$ cat config.mk
export PLATFORM = sky130hd
export DESIGN_NAME = lfsr_encrypt_parity
export DESIGN_NICKNAME = d
export VERILOG_FILES = /design/src/rtl/lfsr_encrypt_parity.sv
export SDC_FILE = /design/constraint.sdc
export NUM_CORES = 1
export LEC_CHECK = 0
export CORE_ASPECT_RATIO = 0.5
export CORE_MARGIN = 3
export CORE_UTILIZATION = 45
export DETAILED_ROUTE_END_ITERATION = 8
export PLACE_DENSITY = 0.65
export SLEW_MARGIN = 30
export SYNTH_ARGS = -nofsm -noshare
export SYNTH_HDL_FRONTEND = slang
export SYNTH_SLANG_ARGS = --single-unit
$ cat constraint.sdc
create_clock -name Clk -period 5.2 [get_ports Clk]
set_input_delay 0.52 -clock Clk [delete_from_list [all_inputs] [get_ports Clk]]
set_output_delay 0.52 -clock Clk [all_outputs]
set_load 0.005 [all_outputs]
$ cat src/rtl/lfsr_encrypt_parity.sv
// lfsr_encrypt_parity
//   Program #1 encryption engine: reads a raw ASCII message plus preamble
//   length, LFSR tap pattern and LFSR seed from data memory, then writes 64
//   LFSR-encrypted bytes (bit 7 = even parity over bits 6:0) to DM[64..127].
//   Memory is combinational-read, so every address is registered one state
//   ahead of the state that consumes the returned data.
//   Optional feature macro: ENC_TAP_CHECK_EN (validate tap pattern, flag TapErr).
module lfsr_encrypt_parity #(
    parameter int unsigned MSG_BASE = 0,
    parameter int unsigned MSG_LEN  = 52,
    parameter int unsigned CFG_PRE  = 61,
    parameter int unsigned CFG_PTRN = 62,
    parameter int unsigned CFG_INIT = 63,
    parameter int unsigned OUT_BASE = 64,
    parameter int unsigned OUT_LEN  = 64,
    parameter int unsigned PRE_MIN  = 10
) (
    input  logic       Clk,
    input  logic       Reset,
    input  logic       Start,
    output logic       Ack,
    output logic [7:0] MemAddr,
    input  logic [7:0] MemRdData,
    output logic [7:0] MemWrData,
    output logic       MemWrEn,
    output logic       TapErr
);

    localparam logic [7:0] MSG_BASE_B = 8'(MSG_BASE);
    localparam logic [7:0] MSG_LEN_B  = 8'(MSG_LEN);
    localparam logic [7:0] CFG_PRE_B  = 8'(CFG_PRE);
    localparam logic [7:0] CFG_PTRN_B = 8'(CFG_PTRN);
    localparam logic [7:0] CFG_INIT_B = 8'(CFG_INIT);
    localparam logic [7:0] OUT_BASE_B = 8'(OUT_BASE);
    localparam logic [6:0] LAST_IDX   = 7'(OUT_LEN - 1);
    localparam logic [3:0] PRE_MIN_N  = 4'(PRE_MIN);

    typedef enum logic [2:0] {
        S_IDLE,
        S_LD_PRE,
        S_LD_PTRN,
        S_LD_INIT,
        S_RD,
        S_WR,
        S_DONE
    } state_t;

    state_t     state_q;
    logic       armed_q;
    logic [3:0] pre_q;
    logic [6:0] ptrn_q;
    logic [6:0] lfsr_q;
    logic [6:0] i_q;
    logic       ack_q;
    logic [7:0] addr_q;
    logic [7:0] wdata_q;
    logic       wren_q;

    logic [3:0] pre_d;
    logic [6:0] ptrn_d;
    logic [6:0] seed_d;
    logic [6:0] sub_d;
    logic [6:0] char_d;
    logic [6:0] enc_d;
    logic       fb_d;
    logic [6:0] i_d;
    logic       win_d;
    logic       tap_ok_d;
    logic       tap_err_d;

    // Byte idx lies inside the message window [pre, pre+MSG_LEN).
    function automatic logic in_window(input logic [6:0] idx, input logic [3:0] pre);
        logic [7:0] lo;
        logic [7:0] hi;
        lo = {4'b0000, pre};
        hi = lo + MSG_LEN_B;
        return ({1'b0, idx} >= lo) && ({1'b0, idx} < hi);
    endfunction

    // Read address for byte idx; out-of-window bytes park on MSG_BASE, which
    // is never outside the message area.
    function automatic logic [7:0] rd_addr(input logic [6:0] idx, input logic [3:0] pre);
        if (in_window(idx, pre))
            return MSG_BASE_B + ({1'b0, idx} - {4'b0000, pre});
        else
            return MSG_BASE_B;
    endfunction

    // Datapath helpers: config decode, character offset, encryption and LFSR feedback.
    always_comb begin
        pre_d    = (MemRdData[3:0] < PRE_MIN_N) ? PRE_MIN_N : MemRdData[3:0];
        seed_d   = (MemRdData[6:0] == 7'h00) ? 7'h01 : MemRdData[6:0];
        // Only bits 6:0 of (MemRdData - 0x20) survive, so a 7-bit subtract suffices.
        sub_d    = MemRdData[6:0] - 7'h20;
        win_d    = in_window(i_q, pre_q);
        char_d   = win_d ? sub_d : 7'h00;
        enc_d    = char_d ^ lfsr_q;
        fb_d     = ^(lfsr_q & ptrn_q);
        i_d      = i_q + 7'd1;
        tap_ok_d = 1'b0;
        case (MemRdData[6:0])
            7'h60, 7'h48, 7'h78, 7'h72, 7'h6A,
            7'h69, 7'h5C, 7'h7E, 7'h7B: tap_ok_d = 1'b1;
            default:                    tap_ok_d = 1'b0;
        endcase
`ifdef ENC_TAP_CHECK_EN
        ptrn_d    = tap_ok_d ? MemRdData[6:0] : 7'h60;
        tap_err_d = !tap_ok_d;
`else
        ptrn_d    = MemRdData[6:0];
        tap_err_d = 1'b0;
`endif
    end

    // Main control FSM with registered memory-interface outputs.
    always_ff @(posedge Clk) begin
        if (Reset) begin
            state_q <= S_IDLE;
            armed_q <= 1'b0;
            pre_q   <= PRE_MIN_N;
            ptrn_q  <= 7'h60;
            lfsr_q  <= 7'h01;
            i_q     <= '0;
            ack_q   <= 1'b0;
            addr_q  <= '0;
            wdata_q <= '0;
            wren_q  <= 1'b0;
        end else begin
            case (state_q)
                S_IDLE: begin
                    ack_q  <= 1'b0;
                    wren_q <= 1'b0;
                    if (armed_q && !Start) begin
                        armed_q <= 1'b0;
                        addr_q  <= CFG_PRE_B;
                        state_q <= S_LD_PRE;
                    end else if (Start) begin
                        armed_q <= 1'b1;
                    end
                end
                S_LD_PRE: begin
                    pre_q   <= pre_d;
                    addr_q  <= CFG_PTRN_B;
                    state_q <= S_LD_PTRN;
                end
                S_LD_PTRN: begin
                    ptrn_q  <= ptrn_d;
                    addr_q  <= CFG_INIT_B;
                    state_q <= S_LD_INIT;
                end
                S_LD_INIT: begin
                    lfsr_q  <= seed_d;
                    i_q     <= '0;
                    addr_q  <= rd_addr(7'd0, pre_q);
                    state_q <= S_RD;
                end
                S_RD: begin
                    wdata_q <= {^enc_d, enc_d};
                    wren_q  <= 1'b1;
                    addr_q  <= OUT_BASE_B + {1'b0, i_q};
                    state_q <= S_WR;
                end
                S_WR: begin
                    wren_q <= 1'b0;
                    lfsr_q <= {lfsr_q[5:0], fb_d};
                    i_q    <= i_d;
                    if (i_q == LAST_IDX) begin
                        ack_q   <= 1'b1;
                        addr_q  <= '0;
                        state_q <= S_DONE;
                    end else begin
                        addr_q  <= rd_addr(i_d, pre_q);
                        state_q <= S_RD;
                    end
                end
                S_DONE: begin
                    wren_q <= 1'b0;
                    if (Start) begin
                        ack_q   <= 1'b0;
                        armed_q <= 1'b1;
                        state_q <= S_IDLE;
                    end
                end
                default: begin
                    wren_q  <= 1'b0;
                    ack_q   <= 1'b0;
                    state_q <= S_IDLE;
                end
            endcase
        end
    end

`ifdef ENC_TAP_CHECK_EN
    logic tap_err_q;

    // Tap-pattern error flag: cleared on launch, set when LD_PTRN sees an illegal pattern.
    always_ff @(posedge Clk) begin
        if (Reset)
            tap_err_q <= 1'b0;
        else if (state_q == S_IDLE && armed_q && !Start)
            tap_err_q <= 1'b0;
        else if (state_q == S_LD_PTRN)
            tap_err_q <= tap_err_d;
    end

    assign TapErr = tap_err_q;
`else
    logic unused_tap;
    assign unused_tap = tap_ok_d ^ tap_err_d;
    assign TapErr     = 1'b0;
`endif

    assign Ack       = ack_q;
    assign MemAddr   = addr_q;
    assign MemWrData = wdata_q;
    assign MemWrEn   = wren_q;

endmodule

Word level (Yosys, flattened, before mapping) --
Index checks and enable logic that the tools add are counted.
Storage, ports and cells: input port bits 11, output and inout port bits 19, register bits after elaboration 47, logic and storage cells 74
Cells by class: magnitude comparators 7, reductions and logical operators 17, eq/ne operators 10, bitwise logic cells 3, add/sub/neg operators 6, multiplexer cells 21
Operators with widths (count):
- case mux 8 bit (6 select lines) | 1
- 2-to-1 mux 8 bit | 4
- case mux 7 bit (2 select lines) | 2
- case mux 3 bit (7 select lines) | 1
- greater-or-equal comparator 7 x 4 -> 1 bit | 2
- 2-to-1 mux 7 bit | 2
- parity 7 bit | 2
- equality test 3 bit, second input constant | 3
- adder 7 x 7 -> 8 bit, first input constant | 1
- < comparator 1 x 8 -> 1 bit, first input constant | 1
- < comparator 7 x 8 -> 1 bit | 1
- subtractor 7 x 4 -> 8 bit | 1
- adder 4 x 6 -> 7 bit, second input constant | 1
- adder 7 x 1 -> 7 bit, second input constant | 1
- AND 7 bit | 1
- equality test 7 x 6 -> 1 bit, second input constant | 1
- logical NOT 7 bit | 1
- < comparator 7 bit | 1
- subtractor 7 x 6 -> 7 bit, second input constant | 1
- XOR 7 bit | 1
- equality test 3 x 2 -> 1 bit, second input constant | 2
- 2-to-1 mux 3 bit | 2
- inequality test 2 bit, second input constant | 3
- nonzero test 6 bit | 1
- other kinds (18) | 27

Longest topological paths before layout --
depth after elaboration 6, depth in mapped cells 10, depth with buffers taken out 9

Least setup slack after synthesis --
OpenSTA, ideal clock, no wires.
kind reg2reg, start reg pre_q[2], end reg wdata_q[7] (netlist: MemWrData[7]), required time 5.126 ns, cell stages (with the launch flop) 10, data arrival time 2.305 ns, period minus slack after synthesis 2.380 ns, setup slack 2.820 ns, path buffers 0, setup time 0.074 ns, cells stage by stage dfxtp_1 > inv_1 > ha_1 > inv_1 > ha_1 > a21o_1 > a221oi_1 > nand2_1 > or4_1 > a31oi_1
On the way: longest elaborated chain between the ends 6
RTL lines:
- start: declaration | RTL line 50 | logic [3:0] pre_q;
- start signal: assignment | RTL line 142 | pre_q <= pre_d;
- adder 4 x 6 -> 7 bit | RTL line 76 | hi = lo + MSG_LEN_B;
- < comparator 7 x 8 -> 1 bit | RTL line 77 | return ({1'b0, idx} >= lo) && ({1'b0, idx} < hi);
- logical AND 1 bit (*) | RTL line 77
- 2-to-1 mux 7 bit (*) | RTL line 96 | char_d = win_d ? sub_d : 7'h00;
- XOR 7 bit (*) | RTL line 97 | enc_d = char_d ^ lfsr_q;
- parity 7 bit (*) | RTL line 158 | wdata_q <= {^enc_d, enc_d};
- end signal: assignment | RTL line 158
- end: declaration | RTL line 56 | logic [7:0] wdata_q;
Mark *: on every way between the ends. The rest lies on a longest branch, timed or not. A chain may end at the register's enable or synchronous reset.

Worst setup path after layout --
start reg i_q[0], end reg addr_q[5] (netlist: MemAddr[5])
On the way: longest elaborated chain between the ends 6
RTL lines:
- start: declaration | RTL line 53 | logic [6:0] i_q;
- start signal: assignment | RTL line 166 | i_q <= i_d;
- adder 7 x 1 -> 7 bit | RTL line 99 | i_d = i_q + 7'd1;
- greater-or-equal comparator 7 x 4 -> 1 bit or < comparator 7 bit (tied branches) | RTL line 77
- logical AND 1 bit | RTL line 77
- 2-to-1 mux 8 bit | RTL line 83 | if (in_window(idx, pre))
- 2-to-1 mux 8 bit | RTL line 167 | if (i_q == LAST_IDX) begin
- case mux 8 bit (6 select lines) (*) | RTL line 129 | case (state_q)
- end signal: assignment | RTL line 154 | addr_q <= rd_addr(7'd0, pre_q);
- end signal: assignment | RTL line 160 | addr_q <= OUT_BASE_B + {1'b0, i_q};
- end signal: assignment | RTL line 172 | addr_q <= rd_addr(i_d, pre_q);
- end: declaration | RTL line 55 | logic [7:0] addr_q;
Marked as above.

==> run_results.csv <==
group,metric,value,unit
run_status,status,"completed",
worst_setup_path,crit_type,"flop to flop",
floorplanning,row_count,21,
detailed_routing,drt-pass1-iter-count,5,
global_routing,antenna_found_initial,0,
layout,final_core_util,0.537,
yosys,syn_avg_cell_area,7.87,µm²
timing,relSlewSlack,0.353,
worst_setup_path,cp_slowest_cell,"dfxtp_1",
yosys,synth-seq-area-share,0.294,
detailed_routing,routed_wl,8520,µm
timing,rsz0062_at_grt,"no",
clock_tree,post_cts_buffers,0,
floorplanning,die-width,125,µm
timing,holdWs,0.458,ns
power_and_ir_drop,p_switching,387,µW
global_routing,grt-ovfl-total,0,
layout,area_delta_synth_final,13.9,%
clock_tree,clk_pin_slew,0.06,ns
floorplanning,core_area,6780,µm²
run,maxCapViolCount,0,
clock_tree,holdBufCountCts,0,
floorplanning,num_io_pins,30,
worst_setup_path,crit_top_cell,"ha_1",
place,gp_congestion,0.846,
clock_tree,clockBufferDepth,2,
timing,hold_viol,0,
clock_tree,cts_buffers,5,
layout,final_common_cell,"nand2_1",
layout,seqCellArea,941,µm²
global_routing,grt_start_max_net_pins,36,
power_and_ir_drop,seqPwrFrac,0.418,
yosys,synth_top_cell_by_area,"dfxtp_1",
worst_setup_path,critPathArrivalTime,3.09,ns
power_and_ir_drop,internal_power,765,µW
yosys,synthFlopType,"dfxtp_1",
min_path,min_path_type,"flop to flop",
timing,min_period,2.89,ns
clock_tree,cts_root_buf,"clkbuf_16",
place,port_buffers,27,
detailed_routing,via_per_inst,6.04,
yosys,synth_cells,406,
power_and_ir_drop,power_density,317,nW/µm²
worst_setup_path,cp_slowest_stage_delay,0.50,ns
global_routing,grt_pass1_vias,2722,
power_and_ir_drop,p_clk_frac,0.303,
worst_setup_path,cp-end-kind,"flop",
place,pre_cts_ws,2.41,ns
timing,tns,0,ns
detailed_routing,vias,3079,
power_and_ir_drop,power,1150,µW
timing,fin_crit_sh,0.556,
detailed_routing,drc_errors,0,
worst_setup_path,cp_max_fo,9,
yosys,synth_area_leaders,"dfxtp_1 (29%), ha_1 (8.6%), nand2_1 (5.9%)",
layout,multiInputGateArea,2090,µm²
global_routing,grt_pass1_wl,13700,µm
power_and_ir_drop,leakagePower,0.00137,µW
detailed_routing,drt_first_iter_violations,226,
yosys,synthDistinctLibCells,64,
timing,max_slew.worst_pin.slew,0.970,ns
floorplanning,die_height,65.6,µm
layout,final_cell_mix,"nand2_1 (50), dfxtp_1 (47), nor2_1 (32)",
timing,layout_setup_ws,2.31,ns
yosys,async_flop_share,0,
timing,skew,0.00367,ns
layout,n_fill_cell,656,
layout,drive_gt1_frac,0.0431,
yosys,synth_area,3200,µm²
yosys,synth.top_cell.area_share,0.294,
yosys,synth_warnings,0,
power_and_ir_drop,irDropWorstVdd,0.000185,V
timing,finalMaxSlewViolations,0,
floorplanning,start_util,0.471,
worst_setup_path,cp.required,5.40,ns
worst_setup_path,path_cells,"ha_1 -> nand3_2 -> xnor2_1 -> ha_1 -> o21a_1 -> o21ai_0 -> a21o_1 -> o211ai_1 -> a211oi_1",
floorplanning,dieArea,8210,µm²
yosys,synth-edff-count,0,
clock_tree,insertion_delay,0.29,ns
power_and_ir_drop,combinationalPowerShare,0.280,
clock_tree,h-tree-depth,2,
layout,nets,451,
clock_tree,cts-resized-gates,0,
layout,diodes,0,
yosys,syn_nets,440,
detailed_routing,postRouteAntennaNets,0,
clock_tree,cts_tree,"done",
yosys,ys_seq_elements,47,
power_and_ir_drop,swShare,0.336,
place,dp_hpwl,6260,µm
global_routing,grt_use_total,0.207,
timing,setup_viol,0,
clock_tree,cts.sinks,47,
worst_setup_path,worstSetupStartpointType,"flop",
timing,fmax,346,MHz
detailed_routing,wl_per_cell,16.7,µm
[layout make-up]
type / count / area share
inverter: 16 / 0.0165
sequential: 47 / 0.258
tap: 92 / 0.0316
clock buffer: 7 / 0.0419
clock inverter: 1 / 0.00206
multi-input combinational: 319 / 0.573
timing repair buffer: 28 / 0.0763
[flip-flops by register name (all words and copies together) (netlist names)]
name	count
state_q	3
MemAddr	8
MemWrData	8
ptrn_q	7
i_q	7
lfsr_q	7
pre_q	4
armed_q	1
MemWrEn	1
Ack	1
[cell families after synthesis]
group                    count (synthesis)  synth area share
AO/OA/AOI/OAI                          120             0.248
buffers and inverters                   40            0.0540
other                                    1           0.00117
XOR/XNOR                                24            0.0681
multiplexers                             1           0.00313
AND/OR/NAND/NOR                        150             0.239
flip-flops                              47             0.294
adder cells (fa/ha/maj)                 23            0.0924
[stage by stage]
step,cells,cell area (µm²)
after floorplan,406,3200
after global placement,502,3480
after detailed placement,502,3480
after CTS,510,3640
after global routing,510,3640
final,510,3640
[worst max-delay path, delay by kind of cell (launching register included)]
family / cells / cell delay, ns
AO/OA/AOI/OAI: 5 / 1.03
XOR/XNOR: 1 / 0.44
adder cells (fa/ha/maj): 2 / 0.68
flip-flops: 1 / 0.50
AND/OR/NAND/NOR: 1 / 0.15
[per-layer routing]
metal,GRT usage,vias up,routed length [µm]
met2,0.323,119,3690
li1,-,1488,-
met5,0,-,0
met4,0.0541,0,69
met3,0.0390,9,514
met1,0.296,1463,4250
[worst paths after layout]
kind,depth (start not counted),slack (ns),endpoint,from
max reg2reg,9,2.31,MemAddr[5],i_q[0]
min reg2reg,2,0.46,armed_q,armed_q
min,2,0.46,armed_q,armed_q
max,9,2.31,MemAddr[5],i_q[0]
[power by group through the flow]
stage	registers, µW	logic [µW]	clock network [µW]
6_report	482	322	349
5_1_grt	491	359	370
4_1_cts	478	319	352
3_5_place_dp	485	316	0
3_3_place_gp	482	312	0
2_1_floorplan	450	233	0
[synth_stat cells (5+ instances only)]
library cell	instances
xor2_1	7
clkbuf_1	12
ha_1	22
xnor2_1	16
a211oi_1	6
nand2_1	50
nor2b_1	8
nand3_1	12
inv_1	15
a22oi_1	6
nand2b_1	7
a311o_1	6
nor2_1	32
nand3b_1	5
buf_2	9
and2_1	9
o21ai_1	10
dfxtp_1	47
a21oi_1	26
o311ai_1	5
a31oi_1	9
o21ai_0	20
Note: power is estimated with default switching activity, not from simulation.
==> RTL change 1 (same flow settings) <==
Build with the macro `ENC_TAP_CHECK_EN` defined.
--- a/src/rtl/lfsr_encrypt_parity.sv
+++ b/src/rtl/lfsr_encrypt_parity.sv
@@ -7,2 +7,4 @@
 //   Optional feature macro: ENC_TAP_CHECK_EN (validate tap pattern, flag TapErr).
+`define ENC_TAP_CHECK_EN
+
 module lfsr_encrypt_parity #(
Behaviour: not the same (a bounded check fails within 10 cycles, from zero or initial values and one cycle with Reset high).
==> RTL change 1 against the unedited design <==
Power rose by 2.2%. Synthesized area rose by 6.5%. Largest power group unchanged. Wire length rose by 0.83%. Final area rose by 4.3%. First-iteration DRC count fell by 2.7%. Fmax fell by 6.9%. Die area rose by 6.1%. Worst setup slack got worse by 210 ps. Sequential cell count rose by 1.
==> RTL change 1: results (changes against the unedited design) <==
Critical path
  • CP peak stage delay: 530 ps (+30 ps)
  • CP max stage cell: a2111oi_4
  • Worst Path Max Fanout: 7 (-2)
  • Arrival time at the worst endpoint: 3320 ps (+230 ps)
  • Top delay family on crit path: compound AO/OA/AOI/OAI gates

Clock tree
  • Htree depth: 2 (unchanged)
  • CTS Buf Count: 5 (unchanged)
  • Clk root buf: clkbuf_16
  • CTS clk-pin slew, worst paths: around 70 ps
  • PostCTS Resize Cnt: 0 (unchanged)
  • Bufs on Longest Clock Path: 2 (unchanged)
  • Skew-Pair Late Insertion Delay: around 300 ps
  • Post-CTS Setup Repair Bufs: 0 (unchanged)

GRT
  • Vias in the first global route: 2837 (+4.2%)
  • Global-route wire length before repair: 13.9 mm (+1.4%)
  • Total track usage: 20.5% (-0.23 points)
  • Initial antenna violation count: 0 (unchanged)
  • Largest net degree at the start of global routing: 47 (+31%)

Drt
  • Routed vias/inst: 5.88 (-2.5%)
  • Routed via count: 2936 (-4.6%)
  • Pre-antenna DRT Iters: 5 (unchanged)
  • Iteration-0 DRC Markers: 220 (-2.7%)
  • Final WL: 8.60 mm (+0.83%)

Finish
  • # diodes: 0 (unchanged)
  • Share of cells above drive strength 1: 9.09% (+4.8 points)
  • Layout Nets: 440 (-2.4%)

Synthesis
  • Async SR Flop Fraction: 0% (unchanged)
  • Post-synthesis sequential area ratio: 28.2% (-1.2 points)
  • Mapped Avg Cell Area: 8.60 sq um (+9.2%)
  • Post-synth top cells: dfxtp_1, nor2_1, nand2_1, xnor2_1
  • Yosys warns: 0 (unchanged)
  • Syn Nets: 430 (-2.3%)
  • Yosys cell types: 77 (+20%)
  • Synth top area cells: dfxtp_1, ha_1, xnor2_1

Placement
  • Post-DP HPWL: 6.20 mm (-0.91%)
  • Placed insts: 491 (-2.2%)
  • IO buf count: 28 (+3.7%)
  • Placer Congestion: 0.886 (+4.7%)

Pwr
  • Peak supply drop: 0.137 mV (-26%)
  • Static leakage: 1.38 nW (+0.77%)
  • Internal: 771 uW (+0.78%)

Timing
  • Worst Skew: 4.85 ps (+1.17 ps)
  • Relative slew slack: 45.4% (+10 points)

Run status
  • Status: completed

Worst hold path
  • Hold WC Path Type: flop to flop
[RTL change 1: cell count changes after synthesis, sizes merged, moves of 5 or more]
cell and delta:
nand2 -16, o21ai -12, xnor2 +12, nor3 +10, and2 -7, inv -7, a22o +6, a311o -6
a211oi +5, a31oi -5, nor3b +5, o311ai -5
[RTL change 1: power by group through the flow]
stage	clock, mW	sequential [mW]	combinational [mW]
floorplan	0	0.447	0.271
global placement	0	0.488	0.335
detailed placement	0	0.491	0.342
CTS	0.351	0.482	0.344
global route	0.369	0.493	0.386
finish	0.349	0.484	0.344
[RTL change 1: final timing paths]
check	slack (ps)	to	cells after the start	startpoint
max	2090	MemAddr[2]$_SDFFE_PP0P_	10	i_q[0]$_SDFFE_PP0P_
max reg2reg	2090	MemAddr[2]$_SDFFE_PP0P_	10	i_q[0]$_SDFFE_PP0P_
min	450	ptrn_q[6]$_SDFFE_PP1P_	1	ptrn_q[6]$_SDFFE_PP1P_
min reg2reg	450	ptrn_q[6]$_SDFFE_PP1P_	1	ptrn_q[6]$_SDFFE_PP1P_
[RTL change 1: final cells by class]
type / instances / area, sq um
timing repair buffer: 29 / 288
inverter: 9 / 33.8
multi-input combinational: 313 / 2250
fill: 626 / 3190
clock buffer: 6 / 139
clock inverter: 2 / 13.8
tap: 92 / 115
sequential: 48 / 961
[RTL change 1: cell families after synthesis]
family	after synthesis	share of synthesized area, %
buffers and inverters	35	5.81
and+or+nand+nor	150	25.0
muxes	2	0.588
AOI/OAI and AO/OA	101	21.1
adders and majority gates	23	8.67
DFF	48	28.2
xor gates and xnor gates	37	10.6
[RTL change 1: layer usage]
metal  global-route usage (%)  routed length [um]
met3                     3.71                 409
met2                     32.9                3810
met5                        0                   0
met4                     6.81                 140
met1                     28.2                4230
[RTL change 1: per-stage QoR]
stage	setup WS, ps	total power [mW]	cell area, sq um	utilization [%]
after global routing	1890	1.25	3800	54.3
after detailed placement	2140	0.832	3640	52.1
after floorplan	2680	0.719	3400	-
final	2090	1.18	3800	54.3
after CTS	2120	1.18	3800	54.3
after global placement	2210	0.822	3640	52.1
==> RTL change 2 (config.mk and constraints unchanged) <==
Without the edit above. Encoding of `state_t`: now Gray code (3 bits for 7 states).
--- a/src/rtl/lfsr_encrypt_parity.sv
+++ b/src/rtl/lfsr_encrypt_parity.sv
@@ -38,9 +38,9 @@
     typedef enum logic [2:0] {
-        S_IDLE,
-        S_LD_PRE,
-        S_LD_PTRN,
-        S_LD_INIT,
-        S_RD,
-        S_WR,
-        S_DONE
+        S_IDLE    = 3'b000,
+        S_LD_PRE  = 3'b001,
+        S_LD_PTRN = 3'b011,
+        S_LD_INIT = 3'b010,
+        S_RD      = 3'b110,
+        S_WR      = 3'b111,
+        S_DONE    = 3'b101
     } state_t;
Function: same outputs for any inputs over 10 cycles, from zero or initial values and one cycle with Reset high; not proved beyond that.
==> RTL change 2 against the unedited design <==
Combinational power decreased by 5%. Final area decreased by 2.8%. Sequential cell count unchanged. First-iteration DRC count increased by 6.2%. Non-clock buffer count unchanged. Power decreased by 1.9%. Sequential power decreased by 4.4%. Fmax decreased by 4.8%. Worst setup slack got worse by 150 ps. Wire length decreased by 9.6%. Synthesized area decreased by 3.3%. Critical path type unchanged.
==> RTL change 2: results (changes against the unedited design) <==
Drt
  • WL met3: 620 um (+21%)
  • Final WL: 7.70 mm (-9.6%)
  • Routed via count: 2758 (-10%)
  • Iteration-0 DRC Markers: 240 (+6.2%)
  • Metal2 WL: 3.57 mm (-3.3%)
  • Pre-antenna DRT Iters: 4 (-1)
  • Uppermost layer routed: met4
  • Met1 wire length: 3.44 mm (-19%)

Finish
  • # diodes: 0 (unchanged)
  • Layout Nets: 422 (-6.4%)
  • Share of cells above drive strength 1: 6.19% (+1.9 points)

Synthesis
  • Syn Nets: 409 (-7.0%)
  • Post-synth EDFFs: 0 (unchanged)
  • Post-synthesis mux area share: 1.62% (+1.3 points)
  • Yosys cell types: 62 (-3.1%)
  • Adder-Cell Fraction of Synth Area: 9.55% (+0.31 points)
  • Compound-cell area share of the yosys netlist: 21.5% (-3.3 points)
  • Post-synthesis sequential area ratio: 30.4% (+1.0 points)
  • XOR/XNOR Fraction of Synth Area: 9.64% (+2.8 points)
  • Synth top area cells: dfxtp_1, ha_1, xnor2_1
  • Async SR Flop Fraction: 0% (unchanged)
  • Post-synth top cells: dfxtp_1, nor2_1, nand2_1, a21oi_1

Pwr
  • Peak supply drop: 0.128 mV (-31%)
  • Static leakage: 1.31 nW (-4.3%)

Critical path
  • Worst Path Max Fanout: 8 (-1)
  • CP max stage cell: dfxtp_1
  • CP peak stage delay: 520 ps (+20 ps)
  • Arrival time at the worst endpoint: 3240 ps (+150 ps)
  • Top delay family on crit path: compound AO/OA/AOI/OAI gates

Placement
  • Place WS: 2170 ps (-248 ps)
  • Post-DP HPWL: 5.55 mm (-11%)
  • IO buf count: 27 (unchanged)
  • Placer Congestion: 0.875 (+3.3%)

GRT
  • Vias in the first global route: 2628 (-3.5%)
  • Met2 Use GR: 33.7% (+1.5 points)
  • Global-route wire length before repair: 12.9 mm (-6.3%)
  • Largest net degree at the start of global routing: 49 (+36%)
  • Total track usage: 20.6% (-0.14 points)
  • Initial antenna violation count: 0 (unchanged)
  • Routing usage on met3: 4.53% (+0.64 points)
  • Grt met1 use: 28.1% (-1.5 points)

Worst hold path
  • Hold WC Path Type: flop to flop

Timing
  • Worst-margin pin slew: 912 ps (-57.7 ps)
  • Worst Skew: 5.84 ps (+2.16 ps)

Clock tree
  • Htree depth: 2 (unchanged)
  • Bufs on Longest Clock Path: 2 (unchanged)
  • Clk root buf: clkbuf_16
  • Post-CTS Setup Repair Bufs: 0 (unchanged)
  • PostCTS Resize Cnt: 0 (unchanged)

Run status
  • Status: completed
RTL change 2: cell count changes in the layout (fill, tap and decap cells not counted), sizes merged, moves of 5 or more:
| cell | delta |
|---|---|
| nor2 | +8 |
| and2 | -6 |
| xor2 | +8 |
| o21ai | -15 |
| a211oi | +7 |
| o311ai | -5 |
| a311o | -6 |
| nand3 | +10 |
| nand2 | -19 |
RTL change 2: worst paths after layout:
kind	startpoint	to	slack (ps)	depth (start not counted)
max	i_q[1]$_SDFFE_PP0P_	MemAddr[3]$_SDFFE_PP0P_	2160	10
min	ptrn_q[0]$_SDFFE_PP0P_	ptrn_q[0]$_SDFFE_PP0P_	460	2
max reg2reg	i_q[1]$_SDFFE_PP0P_	MemAddr[3]$_SDFFE_PP0P_	2160	10
min reg2reg	ptrn_q[0]$_SDFFE_PP0P_	ptrn_q[0]$_SDFFE_PP0P_	460	2
RTL change 2: worst min-delay path, stage by stage (launching register included):
cell and delay (ps):
dfxtp_1 310, nand2_1 50, a21oi_1 50
RTL change 2: through the flow:
stage	hold slack, ps	instance area, sq um	std cells
floorplan	437	3090	375
global placement	444	3380	469
detailed placement	447	3380	469
CTS	457	3540	476
global route	494	3540	476
finish	457	3540	476
RTL change 2: cell type report:
| cell class | instances | area [sq um] |
|---|---|---|
| well taps | 88 | 110 |
| multi-input cells | 294 | 2000 |
| repair buffers | 28 | 278 |
| flip-flops and latches | 47 | 941 |
| inverters | 12 | 45.0 |
| fillers | 604 | 2820 |
| clock buffers | 5 | 125 |
| clock inverters | 2 | 37.5 |
RTL change 2: report_power, final:
group	leakage [nW]	switching [mW]	total [mW]	internal (mW)
Clock	0.0759	0.138	0.362	0.224
Combinational	0.857	0.159	0.307	0.149
Sequential	0.381	0.0598	0.461	0.402
